**src/rtl/tbus_pkg.sv**
```systemverilog
// -----------------------------------------------------------------------------
// tbus_pkg
// Shared types and helpers for the tristate-bus receive controller.
//   tbus_state_e  : arbitration state (IDLE, XFER, TURN)
//   count_width() : width of an occupancy counter spanning 0..depth
//   odd_parity_ok(): 1 when data plus parity bit carry odd parity
// -----------------------------------------------------------------------------
package tbus_pkg;

    typedef enum logic [1:0] {
        IDLE = 2'd0,
        XFER = 2'd1,
        TURN = 2'd2
    } tbus_state_e;

    // Occupancy must represent the full value depth, hence the extra bit.
    function automatic int unsigned count_width(input int unsigned depth);
        return $clog2(depth) + 1;
    endfunction

    // Data is zero-extended by the caller; zero bits do not change the XOR.
    function automatic logic odd_parity_ok(input logic [63:0] data, input logic par);
        return (^data) ^ par;
    endfunction

endpackage

```
**src/rtl/tbus_rx_fifo.sv**
```systemverilog
// -----------------------------------------------------------------------------
// tbus_rx_fifo
// Synchronous DEPTH x W FIFO holding words captured from the bus.
// Ports:
//   i_clk, i_rst_n   : clock, synchronous active-low reset (flushes FIFO)
//   i_push, i_data   : write one word at the clock edge
//   i_pop            : consumer ready; a pop happens only while o_valid
//   o_data, o_valid  : head word and non-empty flag
//   o_count          : registered occupancy 0..DEPTH
//   o_next_count_c   : occupancy after this edge's push/pop (combinational)
// -----------------------------------------------------------------------------
module tbus_rx_fifo
    import tbus_pkg::*;
#(
    parameter  int unsigned W     = 8,
    parameter  int unsigned DEPTH = 4,
    localparam int unsigned CW    = count_width(DEPTH)
) (
    input  logic          i_clk,
    input  logic          i_rst_n,
    input  logic          i_push,
    input  logic [W-1:0]  i_data,
    input  logic          i_pop,
    output logic [W-1:0]  o_data,
    output logic          o_valid,
    output logic [CW-1:0] o_count,
    output logic [CW-1:0] o_next_count_c
);

    localparam int unsigned AW = $clog2(DEPTH);

    logic [W-1:0]  r_mem [DEPTH];
    logic [AW-1:0] r_wr_ptr;
    logic [AW-1:0] r_rd_ptr;
    logic [CW-1:0] r_count;
    logic          r_valid;
    logic          w_pop;

    assign w_pop          = i_pop & r_valid;
    assign o_next_count_c = r_count + CW'(i_push) - CW'(w_pop);

    // Storage array; a word presented during reset is not written.
    always_ff @(posedge i_clk) begin
        if (i_rst_n && i_push) begin
            r_mem[r_wr_ptr] <= i_data;
        end
    end

    // Pointers wrap naturally because DEPTH is a power of two.
    always_ff @(posedge i_clk) begin
        if (!i_rst_n) begin
            r_wr_ptr <= '0;
            r_rd_ptr <= '0;
            r_count  <= '0;
            r_valid  <= 1'b0;
        end else begin
            if (i_push) begin
                r_wr_ptr <= r_wr_ptr + AW'(1);
            end
            if (w_pop) begin
                r_rd_ptr <= r_rd_ptr + AW'(1);
            end
            r_count <= o_next_count_c;
            r_valid <= (o_next_count_c != '0);
        end
    end

    assign o_data  = r_mem[r_rd_ptr];
    assign o_valid = r_valid;
    assign o_count = r_count;

endmodule

```
**src/rtl/tbus_rx_ctrl.sv**
```systemverilog
// -----------------------------------------------------------------------------
// tbus_rx_ctrl
// Receiving end of a shared bus of inverting tristate drivers. Grants one
// sender at a time (round-robin, one-hot EN), inserts a one-cycle turnaround
// between owners, re-inverts the sampled bus and queues it for a consumer.
// Optional feature macro: TBUS_PARITY_EN (adds BUS_PAR input and sticky PERR).
// Ports:
//   CLK, RN            : clock, synchronous active-low reset
//   REQ[N]             : per-sender request level
//   EN[N]              : registered one-hot driver enable
//   BUS[W]             : resolved bus (inverted sender data)
//   OUT_DATA/VALID/READY: FIFO head with valid/ready handshake
//   COUNT              : FIFO occupancy 0..DEPTH
//   BUS_PAR, PERR      : inverted odd-parity line, sticky parity error
// -----------------------------------------------------------------------------
module tbus_rx_ctrl
    import tbus_pkg::*;
#(
    parameter  int unsigned N         = 4,
    parameter  int unsigned W         = 8,
    parameter  int unsigned DEPTH     = 4,
    parameter  int unsigned MAX_BURST = 4,
    localparam int unsigned CW        = count_width(DEPTH)
) (
    input  logic          CLK,
    input  logic          RN,
    input  logic [N-1:0]  REQ,
    output logic [N-1:0]  EN,
    input  logic [W-1:0]  BUS,
    output logic [W-1:0]  OUT_DATA,
    output logic          OUT_VALID,
    input  logic          OUT_READY,
    output logic [CW-1:0] COUNT
`ifdef TBUS_PARITY_EN
    ,
    input  logic          BUS_PAR,
    output logic          PERR
`endif
);

    localparam int unsigned GW = $clog2(N);
    localparam int unsigned BW = $clog2(MAX_BURST + 1);

    tbus_state_e   r_state;
    logic [N-1:0]  r_en;
    logic [GW-1:0] r_owner;
    logic [GW-1:0] r_rr;
    logic [BW-1:0] r_burst;

    logic          w_push;
    logic [W-1:0]  w_data;
    logic [CW-1:0] w_next_count;
    logic          w_room;
    logic          w_found;
    logic [GW-1:0] w_win;
    logic [GW-1:0] w_next_rr;

    // A word is on the bus for the whole XFER cycle and is taken at its end.
    assign w_push    = (r_state == XFER);
    assign w_data    = ~BUS;
    assign w_room    = (w_next_count < CW'(DEPTH));
    assign w_next_rr = (w_win == GW'(N - 1)) ? '0 : w_win + GW'(1);

    // Round-robin search starting at the slot after the last owner.
    always_comb begin
        int unsigned idx;
        idx     = 0;
        w_found = 1'b0;
        w_win   = '0;
        for (int unsigned i = 0; i < N; i++) begin
            idx = (32'(r_rr) + i) % N;
            if (!w_found && REQ[GW'(idx)]) begin
                w_found = 1'b1;
                w_win   = GW'(idx);
            end
        end
    end

`ifdef TBUS_PARITY_EN
    logic w_par_ok;
    logic r_perr;

    assign w_par_ok = odd_parity_ok(64'(w_data), ~BUS_PAR);
    assign PERR     = r_perr;

    // Sticky until reset; the word itself is still queued.
    always_ff @(posedge CLK) begin
        if (!RN) begin
            r_perr <= 1'b0;
        end else if (w_push && !w_par_ok) begin
            r_perr <= 1'b1;
        end
    end
`endif

    // Ownership state machine; EN is purely registered state.
    always_ff @(posedge CLK) begin
        if (!RN) begin
            r_state <= IDLE;
            r_en    <= '0;
            r_owner <= '0;
            r_rr    <= '0;
            r_burst <= '0;
        end else begin
            case (r_state)
                XFER: begin
                    if (REQ[r_owner] && (r_burst < BW'(MAX_BURST)) && w_room) begin
                        r_burst <= r_burst + BW'(1);
                    end else begin
                        r_state <= TURN;
                        r_en    <= '0;
                    end
                end
                default: begin
                    // IDLE and TURN arbitrate identically.
                    if (w_found && w_room) begin
                        r_state <= XFER;
                        r_en    <= N'(1) << w_win;
                        r_owner <= w_win;
                        r_rr    <= w_next_rr;
                        r_burst <= BW'(1);
                    end else begin
                        r_state <= IDLE;
                        r_en    <= '0;
                    end
                end
            endcase
        end
    end

    assign EN = r_en;

    tbus_rx_fifo #(
        .W     (W),
        .DEPTH (DEPTH)
    ) u_fifo (
        .i_clk          (CLK),
        .i_rst_n        (RN),
        .i_push         (w_push),
        .i_data         (w_data),
        .i_pop          (OUT_READY),
        .o_data         (OUT_DATA),
        .o_valid        (OUT_VALID),
        .o_count        (COUNT),
        .o_next_count_c (w_next_count)
    );

endmodule

```
**config.mk**
```make
export PLATFORM = sky130hd
export DESIGN_NAME = tbus_rx_ctrl
export DESIGN_NICKNAME = d
export VERILOG_FILES = /design/src/rtl/tbus_pkg.sv /design/src/rtl/tbus_rx_fifo.sv /design/src/rtl/tbus_rx_ctrl.sv
export SDC_FILE = /design/constraint.sdc
export NUM_CORES = 1
export LEC_CHECK = 0
export CORE_MARGIN = 2
export CORE_UTILIZATION = 55
export DETAILED_ROUTE_END_ITERATION = 12
export DONT_BUFFER_PORTS = 1
export GPL_ROUTABILITY_DRIVEN = 0
export HOLD_SLACK_MARGIN = 0.02
export PLACE_DENSITY = 0.78
export SYNTH_ARGS = -nofsm -noshare
export SYNTH_HDL_FRONTEND = slang
export SYNTH_SLANG_ARGS = --single-unit
```
**constraint.sdc**
```tcl
create_clock -name CLK -period 3.6 [get_ports CLK]
set_input_delay 0.54 -clock CLK [delete_from_list [all_inputs] [get_ports CLK]]
set_output_delay 0.54 -clock CLK [all_outputs]
set_load 0.01 [all_outputs]
```
== Word level (Yosys, flattened, before mapping) ==
Memories as Yosys holds them, arrays and structs flattened. A register that Yosys moved wholly into a read port is not among the register bits.
Index checks and enable logic that the tools add are counted.
Operators by class
  bitwise logic cells: 3
  magnitude comparators: 7
  mux-type cells: 32
  add/sub/neg operators: 9
  shift-type cells: 1
  reduce and logical (&&, ||, !) cells: 14
  eq/ne operators: 4
Operator list (number)
  two-way mux 2 bit: 9
  less-than comparator 2 x 3 -> 1 bit (second input constant): 5
  two-way mux 1 bit: 12
  two-way mux 4 bit: 3
  binary-select mux 1 bit (select 2 bit): 5
  two-way mux 3 bit: 3
  adder 2 x 1 -> 2 bit (second input constant): 4
  NOT 8 bit: 1
  logical AND 1 bit: 7
  less-than comparator 3 bit (second input constant): 2
  adder 2 bit (second input constant): 2
  != test 2 bit (second input constant): 2
  AND reduction 2 bit: 2
  << shifter 1 x 2 -> 4 bit (first input constant): 1
  adder 3 x 1 -> 3 bit: 1
  adder 3 x 1 -> 3 bit (second input constant): 1
  logical NOT 1 bit: 3
  nonzero test 3 bit: 1
  subtractor 3 x 1 -> 3 bit: 1
  == test 2 x 1 -> 1 bit (second input constant): 1
  == test 2 bit (second input constant): 1
  nonzero test 2 bit: 1
  AND 1 bit: 1
  NOT 1 bit: 1
Word-level totals
  register bits after elaboration: 21
  logic and storage cells: 80
  bits in writable memories: 32
  memories: 1
  output and inout bits: 16
Memory list
  u_fifo.r_mem: depth 4, width 8, rd ports 1, clocked after memory_dff 1, wr ports 1, RTL line tbus_rx_fifo.sv:32  | logic [W-1:0] r_mem [DEPTH];

== Depth between registers and ports, before layout ==
Gate-level depths: netlist of run 1.
  depth in word-level cells: 15
  depth in mapped cells: 11

== Modules after synthesis ==
A second synthesis of run 1 with hierarchy kept.
Second synthesis, totals
  cell total of the unflattened synthesis: 175
  area, all modules: 2373.5 um^2
By module, submodules not included
  tbus_rx_fifo: sequential area each 1161.1 um^2, cells each 87, area each 1650.3 um^2, instances 1
  tbus_rx_ctrl: sequential area each 260.2 um^2, cells each 88, area each 723.2 um^2, instances 1

== Worst setup path before layout of run 1 ==
OpenSTA, ideal clock, no wires.
  kind: input -> register
  start point: input port OUT_READY
  end point: register r_burst[2]
  data required time: 3.483 ns
  setup time: 0.117 ns
  buffers on the path: 0
  arrival time: 2.510 ns
  stages: 9
  setup slack: 0.972 ns
  cell sequence: and2_1 -> ha_1 -> inv_1 -> ha_1 -> inv_1 -> fa_1 -> xor3_1 -> or3_1 -> a32o_1
Between the ends
  cells in the longest elaborated chain, start to end: 6
RTL lines
  start, declared: RTL line tbus_rx_ctrl.sv:32  | input logic OUT_READY,
  AND 1 bit *: RTL line tbus_rx_fifo.sv:39  | assign w_pop = i_pop & r_valid;
  subtractor 3 x 1 -> 3 bit *: RTL line tbus_rx_fifo.sv:40  | assign o_next_count_c = r_count + CW'(i_push) - CW'(w_pop);
  less-than comparator 3 bit *: RTL line tbus_rx_ctrl.sv:61  | assign w_room = (w_next_count < CW'(DEPTH));
  logical AND 1 bit (on tied branches): RTL line tbus_rx_ctrl.sv:107, tbus_rx_ctrl.sv:116
  != test 2 bit (no line) or nonzero test 2 bit (tied branches)
  AND reduction 2 bit (no line) *
  end signal, assigned: RTL line tbus_rx_ctrl.sv:108  | r_burst <= r_burst + BW'(1);
  end, declared: RTL line tbus_rx_ctrl.sv:48  | logic [BW-1:0] r_burst;
Mark *: on every way between the ends. The rest lies on a longest branch, timed or not.
A chain may end at the register's enable or synchronous reset.

== Final worst setup path of run 1 ==
  start point: register r_state[0]
  end point: register r_rr[0]
Between the ends
  cells in the longest elaborated chain, start to end: 6
RTL lines
  start, declared: RTL line tbus_rx_ctrl.sv:44  | tbus_state_e r_state;
  start signal, assigned: RTL line tbus_rx_ctrl.sv:99  | r_state <= IDLE;
  start signal, assigned: RTL line tbus_rx_ctrl.sv:110  | r_state <= TURN;
  start signal, assigned: RTL line tbus_rx_ctrl.sv:117  | r_state <= XFER;
  == test 2 x 1 -> 1 bit *: RTL line tbus_rx_ctrl.sv:59, tbus_rx_ctrl.sv:105
  adder 3 x 1 -> 3 bit: RTL line tbus_rx_fifo.sv:40
  subtractor 3 x 1 -> 3 bit: RTL line tbus_rx_fifo.sv:40
  less-than comparator 3 bit: RTL line tbus_rx_ctrl.sv:61
  logical AND 1 bit: RTL line tbus_rx_ctrl.sv:116  | if (w_found && w_room) begin
  AND reduction 2 bit (no line) *
  end signal, assigned: RTL line tbus_rx_ctrl.sv:120  | r_rr <= w_next_rr;
  end, declared: RTL line tbus_rx_ctrl.sv:47  | logic [GW-1:0] r_rr;
Marks and branches as above.

==> summary.md, run 1 <==
| Metric | Value |
|---|---|
| Synthesized flop and latch total | `55` |
| Total count of max-transition violations in the final report | `0` |
| Final worst path period need | `3.245 ns` |
| Number of nets in the layout | `201` |
| Setup-failing EPs final | `0` |
| Top_reg_cell synth | `edfxtp_1` |
| Worst VDD drop | `0.4372 mV` |
| Endpoint kind of the worst setup timing path | `flip-flop` |
| Vias in the first global route | `1318` |
| Die Width | `69.03 µm` |
| Post-route insts no fill | `225` |
| Total global routing overflow | `0` |
| First DRT Iteration DRCs | `87` |
| Share of final-layout standard cells stronger than drive strength 1 | `12.00%` |
| FP Rows | `23` |
| Post-synthesis async set-or-reset flop share | `0%` |
| Main combinational cell family by area after synthesis | `simple AND/OR/NAND/NOR gates` |
| Data required, critical path | `3.80 ns` |
| Global-route wire length before repair | `6.051 mm` |
| Worst setup path startpoint | `r_state[0]` |
| Worst Path Class, Setup | `reg2reg` |
| H-tree level count | `2` |
| Share of synthesized area occupied by flip-flops and latches | `61.11%` |
| Initial antenna violation count | `0` |
| Simple logic cell fraction of the synthesized area | `9.790%` |
| Area of the die | `4765 µm²` |
| Total number of vias | `1327` |
| Number of buffers inserted to repair setup after CTS | `0` |
| Count of cells along the worst register-to-register path | `11` |
| Vias per inst | `5.898` |
| Hold_buf cts | `0` |
| Area added between synthesis and finish | `5.971%` |
| Overall routed net length | `3.777 mm` |
| Final hold vios | `0` |
| Maximum number of buffers from clock root to sink | `2` |
| Synthesized instance count | `170` |
| Pin count of the biggest net entering global routing | `16` |
| Final HPWL DP | `2.747 mm` |
| Detail Route Antenna Nets | `0` |
| Core area | `4029 µm²` |
| Termination of the worst setup path | `r_rr[0]` |
| Yosys warning count | `0` |
| Root Buffer | `clkbuf_8` |
| DRC violation count after routing | `0` |
| Syn_area_per_cell | `13.68 µm²` |
| Post-cts gate resize count | `0` |
| Worst hold path class | `in2reg` |
| Placed Instance Area | `2384 µm²` |
| Total power | `1.721 mW` |
| Capturing point of the worst reg2reg path | `r_rr[0]` |
| Clock slew at the register clock pins of the worst setup and hold paths | `0.09 ns` |
| Xor/xnor cell area share of the yosys netlist | `2.152%` |
| Overall Global Routing Usage | `16.48%` |
| Status | `completed` |
| Instance count along the most critical hold path | `1` |
| Post-synthesis cell type count | `40` |
| Count of flip-flops with a built-in enable after synthesis | `32` |
| Final worst path period share | `90.14%` |
| I/O pin cnt | `31` |
| CTS tree | `done` |
| Register-to-register setup slack | `0.36 ns` |
| Critical path launch point type | `flip-flop` |
| Clock latency at the later pin of the worst-skew pair | `0.30 ns` |
| # placed instances | `217` |
| Worst slew margin | `55.63%` |
| Cell leakage power | `0.9225 nW` |
| Final total negative setup slack | `0 ns` |
| TritonCTS Sinks | `55` |
| Num CTS Buffers | `5` |
| CP arrival | `3.45 ns` |
| Multiplexer area fraction after synthesis | `9.198%` |
| Number of iterations in the first detailed-routing pass | `4` |
| Input/output buffers | `0` |
| Summed area of non-filler cells in the final layout | `2465 µm²` |
| Cell area after synthesis | `2326 µm²` |
| Maximum Capacitance Violations | `0` |
| Worst R2R Start | `r_state[0]` |
| Die height | `69.03 µm` |
| Worst hold slack | `0.3655 ns` |
| Biggest fanout along the worst timing path | `11` |
| Share of synthesized cell area in full adder, half adder and majority cells | `6.778%` |
| Unrepaired setup endpoints after global routing | `no` |
| Worst clock skew | `0.008675 ns` |
| Net Count, Synth | `197` |
| Maximum operating frequency | `0.3082 GHz` |
| Power Density | `698.2 nW/µm²` |
| Inserted Diodes | `0` |
| Detailed-route wire length per cell | `16.79 µm` |
| Initial Utilization | `57.73%` |
| Transition time of the tightest slew-check pin | `0.6642 ns` |
| Complex-gate fraction of the synthesized area | `7.208%` |
==> cell usage in the layout (no fill, tap or decap), drive strengths merged, types with 2 or more instances in the layout <==
master | Yosys | layout
dfxtp | 23 | 23
nor2b | 2 | 2
a21oi | 7 | 7
nor3 | 3 | 3
and2 | 3 | 3
nand2 | 11 | 11
mux4 | 8 | 8
buf | 3 | 2
a32o | 2 | 2
a22o | 4 | 4
clkbuf | 2 | 7
xnor2 | 2 | 2
and3 | 5 | 5
ha | 11 | 11
nor2 | 9 | 9
edfxtp | 32 | 32
inv | 18 | 18
mux2 | 3 | 3
nor4 | 2 | 2
nand2b | 2 | 2
==> kinds of logic after synthesis <==
logic type,after synthesis
compound gates,22
fa+ha+maj,12
flops,55
mux,11
xor+xnor,4
buf+inv,23
simple gates,43
==> synthesized netlist by cell type (2+ instances only) <==
cell / count / area (µm²)
and2_1: 3 / 18.77
clkbuf_1: 2 / 7.510
dfxtp_1: 23 / 460.4
nor3_1: 3 / 15.01
xnor2_1: 2 / 17.52
nor4_1: 2 / 12.51
nor2_1: 9 / 33.78
edfxtp_1: 32 / 960.9
inv_1: 18 / 67.56
and3_1: 5 / 31.28
a21oi_1: 7 / 35.03
nand2_1: 11 / 41.29
mux4_2: 8 / 180.2
ha_1: 11 / 137.6
nand2b_1: 2 / 12.51
mux2_2: 3 / 33.78
buf_1: 2 / 7.510
a22o_1: 4 / 35.03
nor2b_1: 2 / 12.51
==> routing by layer <==
layer  up-vias  GRT usage (%)  part of all wire [%]
li1        633              -                     -
met5         -              0                     0
met3         7          5.556                   5.0
met4         0          7.625                   2.0
met1       654          17.61                    42
met2        33          29.17                    51
==> power breakdown <==
part,internal [mW],total (mW),switching [mW]
registers,0.767,0.867,0.0997
clock network,0.136,0.314,0.177
logic,0.249,0.540,0.291
==> how the worst min path moves through the flow <==
stage	slack, ns	from	to
global placement	0.47	r_burst[0]	r_burst[0]
detailed placement	0.47	r_burst[0]	r_burst[0]
finish	0.37	RN	u_fifo.o_count[0]
floorplan	0.45	r_burst[0]	r_burst[0]
global route	0.36	RN	u_fifo.o_count[2]
CTS	0.36	RN	u_fifo.o_count[0]
==> final cells by class <==
class                   instances  area (µm²)
fillers                       304        1564
well taps                      50       62.56
flip-flops and latches         55        1421
inverters                      18       67.56
repair buffers                  2       15.01
multi-input cells              92       817.0
clock inverters                 1       5.005
clock buffers                   7       76.32
==> critical path, stage by stage (launching register included) <==
cell and delay [ns]:
dfxtp_1 0.35, nor2b_1 0.56, inv_1 0.21, ha_1 0.32
inv_1 0.06, ha_1 0.14, inv_1 0.05, fa_1 0.36
xor3_1 0.33, nor3_1 0.36, o2111ai_1 0.21, and3_1 0.21
==> flip-flops by register name, summed over array words and instances (netlist names), named ones only <==
register	count
u_fifo.r_rd_ptr	2
EN	4
u_fifo.o_count	3
r_owner	2
u_fifo.o_valid	1
r_state	2
u_fifo.r_mem	32
r_burst	3
r_rr	2
u_fifo.r_wr_ptr	2
==> metrics by stage <==
stage / worst slack [ns] / util [%]
floorplan: 0.9722 / -
global placement: 0.6325 / 59.16
detailed placement: 0.4164 / 59.16
CTS: 0.3927 / 61.18
global route: 0.05108 / 61.18
finish: 0.3550 / 61.18
No activity file was read; power rests on OpenSTA's default activity.
==> inputs of run 2 (changes only) <==
SYNTH_HIERARCHICAL = 1   (was unset)
==> run 2 against run 1 <==
Synthesized area grew 2.0%. Combinational power down 17%. Maximum frequency rose by 21%.
==> summary.md, run 2 <==
| Metric | Value |
|---|---|
| Transition time of the tightest slew-check pin | `0.5568 ns (was 0.6642 ns)` |
| Dominant delay contributor by cell family on the critical path | `simple AND/OR/NAND/NOR gates (unchanged)` |
| Top cells by count, synth | `32 x edfxtp_1, 23 x dfxtp_1, 18 x inv_1 (unchanged)` |
| Combinational fraction of design power | `26.4% (was 31.4%)` |
| Switching share of power | `30.83% (was 33.04%)` |
| Data required, critical path | `3.79 ns (was 3.80 ns)` |
| Power Density | `674.3 nW/µm² (was 698.2 nW/µm²)` |
| Xor/xnor cell area share of the yosys netlist | `1.845% (was 2.152%)` |
| DRC violation count after routing | `0 (unchanged)` |
| H-tree level count | `2 (unchanged)` |
| Register cell area after layout | `1421 µm² (unchanged)` |
| Highest-count cells in the layout ignoring fill and taps | `32 x edfxtp_1, 23 x dfxtp_1, 18 x inv_1 (unchanged)` |
| Area contributors post-synth | `edfxtp_1 40%, dfxtp_1 19%, mux4_1 6.6% (was edfxtp_1 41%, dfxtp_1 20%, mux4_2 7.7%)` |
| Post-cts gate resize count | `0 (unchanged)` |
| Yosys warning count | `6 (was 0)` |
| Share of final-layout standard cells stronger than drive strength 1 | `9.659% (was 12.00%)` |
| Critical-path top delay cell | `nor3_1 (was nor2b_1)` |
| Worst hold path class | `in2reg (unchanged)` |
| Worst clock skew | `0.005908 ns (was 0.008675 ns)` |
| Status | `completed (unchanged)` |
| Syn_area_per_cell | `13.56 µm² (was 13.68 µm²)` |
| Post-synthesis cell type count | `39 (was 40)` |
| Number of buffers and inverters on the critical path | `1 (was 3)` |
| Count of flip-flops with a built-in enable after synthesis | `32 (unchanged)` |
| Post-layout worst setup margin | `0.9098 ns (was 0.3550 ns)` |
| CTS tree | `done (unchanged)` |
| Share of synthesized area occupied by flip-flops and latches | `59.88% (was 61.11%)` |
| Core area | `4086 µm² (was 4029 µm²)` |
| Largest stage delay, worst path | `0.53 ns (was 0.56 ns)` |
| Internal power component | `1.167 mW (was 1.152 mW)` |
| Cell leakage power | `0.9437 nW (was 0.9225 nW)` |
| TritonCTS Sinks | `55 (unchanged)` |
| Total number of vias | `1284 (was 1327)` |
| Clock share of power | `23.0% (was 18.2%)` |
| Worst slew margin | `62.60% (was 55.63%)` |
| Maximum operating frequency | `0.3717 GHz (was 0.3082 GHz)` |
| Number of iterations in the first detailed-routing pass | `4 (unchanged)` |
| Final total negative setup slack | `0 ns (unchanged)` |
| Final HPWL DP | `2.635 mm (was 2.747 mm)` |
| Unrepaired setup endpoints after global routing | `no (unchanged)` |
| CP arrival | `2.88 ns (was 3.45 ns)` |
| Area added between synthesis and finish | `5.377% (was 5.971%)` |
| Top_reg_cell synth | `edfxtp_1 (unchanged)` |
| Net Sw Power | `0.5200 mW (was 0.5686 mW)` |
| Inserted Diodes | `0 (unchanged)` |
| Hold_buf cts | `0 (unchanged)` |
| FP Rows | `23 (unchanged)` |
| Final worst path period share | `74.73% (was 90.14%)` |
| Area leader, netlist | `edfxtp_1 (unchanged)` |
| Area taken by multi-input logic gates | `839.6 µm² (was 817.0 µm²)` |
| Total count of max-transition violations in the final report | `0 (unchanged)` |
| Endpoint kind of the worst setup timing path | `flip-flop (unchanged)` |
| Number of buffers inserted to repair setup after CTS | `0 (unchanged)` |
| Final hold vios | `0 (unchanged)` |
| First DRT Iteration DRCs | `83 (was 87)` |
| Detailed-route wire length per cell | `16.48 µm (was 16.79 µm)` |
| Die Width | `69.69 µm (was 69.03 µm)` |
| Place WS | `0.7322 ns (was 0.4164 ns)` |
| Main combinational cell family by area after synthesis | `simple AND/OR/NAND/NOR gates (unchanged)` |
| Overall Global Routing Usage | `16.16% (was 16.48%)` |
| Synthesized flop and latch total | `55 (unchanged)` |
| List of cells traversed by the critical path | `and2_1 > ha_1 > inv_1 > ha_1 > fa_1 > xnor2_1 > nor3_1 > nand4_1 > and3_1 (was nor2b_1 > inv_1 > ha_1 > inv_1 > ha_1 > inv_1 > fa_1 > xor3_1 > nor3_1 > o2111ai_1 > and3_1)` |
| Initial Utilization | `58.08% (was 57.73%)` |
| Area of the die | `4857 µm² (was 4765 µm²)` |
| Vias in the first global route | `1285 (was 1318)` |
| Number of nets in the layout | `202 (was 201)` |
| Multiplexer area fraction after synthesis | `9.910% (was 9.198%)` |
| Most used standard cell by instance count after synthesis | `edfxtp_1 (unchanged)` |
| Complex-gate fraction of the synthesized area | `4.797% (was 7.208%)` |
| Simple logic cell fraction of the synthesized area | `12.18% (was 9.790%)` |
| Final worst path period need | `2.690 ns (was 3.245 ns)` |
| Most frequent standard cell in the layout excluding fill and tap cells | `edfxtp_1 (unchanged)` |
| Post-synthesis async set-or-reset flop share | `0% (unchanged)` |
| Detail Route Antenna Nets | `0 (unchanged)` |
| Share of synthesized cell area in full adder, half adder and majority cells | `6.642% (was 6.778%)` |
| Clock slew at the register clock pins of the worst setup and hold paths | `0.09 ns (about the same)` |
| Setup-failing EPs final | `0 (unchanged)` |
| Largest reg by FF count | `u_fifo/r_mem (was u_fifo.r_mem)` |
| Worst Path Class, Setup | `reg2reg (unchanged)` |
| Cell seen most often among critical-path stages | `ha_1 (was inv_1)` |
| Maximum number of buffers from clock root to sink | `2 (unchanged)` |
| Cell area after synthesis | `2374 µm² (was 2326 µm²)` |
| Global-route wire length before repair | `6.134 mm (was 6.051 mm)` |
| Num CTS Buffers | `5 (unchanged)` |
| Critical path launch point type | `flip-flop (unchanged)` |
| Vias per inst | `5.681 (was 5.898)` |
| Worst VDD drop | `0.4197 mV (was 0.4372 mV)` |
| Max reg flops | `32 (unchanged)` |
| Net Count, Synth | `202 (was 197)` |
| Clock latency at the later pin of the worst-skew pair | `0.30 ns (about the same)` |
| Root Buffer | `clkbuf_8 (unchanged)` |
| I/O pin cnt | `31 (unchanged)` |
| Filler cell count | `316 (was 304)` |
| Sequential Power Share | `50.6% (was 50.4%)` |
| Pin count of the biggest net entering global routing | `33 (was 16)` |
| Yosys top cell area share | `40.48% (was 41.31%)` |
| Total global routing overflow | `0 (unchanged)` |
| Initial antenna violation count | `0 (unchanged)` |
| Synthesized instance count | `175 (was 170)` |
| Overall routed net length | `3.724 mm (was 3.777 mm)` |
| Maximum Capacitance Violations | `0 (unchanged)` |
| Input/output buffers | `0 (unchanged)` |
| Die height | `69.69 µm (was 69.03 µm)` |
| Biggest fanout along the worst timing path | `6 (was 11)` |
==> run 2: cell count changes after synthesis, sizes merged, moves of 3 or more <==
| cell | delta |
|---|---|
| mux2 | -3 |
| nor2b | +4 |
| nor2 | -7 |
| nand3 | +8 |
| o21ai | +8 |
| a21boi | +3 |
| and2 | +4 |
| a21oi | -6 |
| a22o | -4 |
==> run 2: metrics by stage <==
step / utilization, % / area [µm²] / cells / hold WS [ns] / total power [mW]
after floorplan: - / 2374 / 175 / 0.4431 / 1.241
after global placement: 58.51 / 2391 / 218 / 0.4586 / 1.271
after detailed placement: 58.51 / 2391 / 218 / 0.4648 / 1.308
after CTS: 61.21 / 2501 / 226 / 0.3575 / 1.695
after global routing: 61.21 / 2501 / 226 / 0.3557 / 1.794
final: 61.21 / 2501 / 226 / 0.3618 / 1.687
==> run 2: final timing paths <==
check                      start           endpoint  slack, ns  cells after the start
hold / removal                RN  u_fifo/o_count[1]       0.36                      1
setup reg to reg  u_fifo/o_valid            r_rr[0]       0.91                      9
hold reg to reg       r_burst[1]         r_burst[1]       0.47                      2
setup / recovery  u_fifo/o_valid            r_rr[0]       0.91                      9
==> run 2: final cells by class <==
cell class / instances / area share, %
Clock buffer: 6 / 2.901
Clock inverter: 2 / 1.501
Inverter: 18 / 2.701
Multi-Input combinational cell: 95 / 33.57
Sequential cell: 55 / 56.83
Tap cell: 50 / 2.501
==> run 2: power by group through the flow <==
stage	logic, mW	registers, mW	clock network, mW
5_1_grt	0.504	0.865	0.425
2_1_floorplan	0.406	0.835	0
6_report	0.446	0.853	0.388
3_5_place_dp	0.441	0.867	0
4_1_cts	0.446	0.855	0.395
3_3_place_gp	0.409	0.863	0
==> run 2: layer usage <==
metal	wire [µm]	vias up	track usage [%]
met2	1951	31	28.21
met3	167	4	4.506
met4	38	0	5.769
met1	1566	623	19.14
li1	-	626	-
met5	0	-	0
==> run 2: cell families (layout without fill, tap and decap cells) <==
logic type / after synthesis / count (layout)
flops: 55 / 55
simple gates: 50 / 50
buf+inv: 25 / 26
compound gates: 18 / 18
fa+ha+maj: 12 / 12
mux: 10 / 10
xor+xnor: 5 / 5
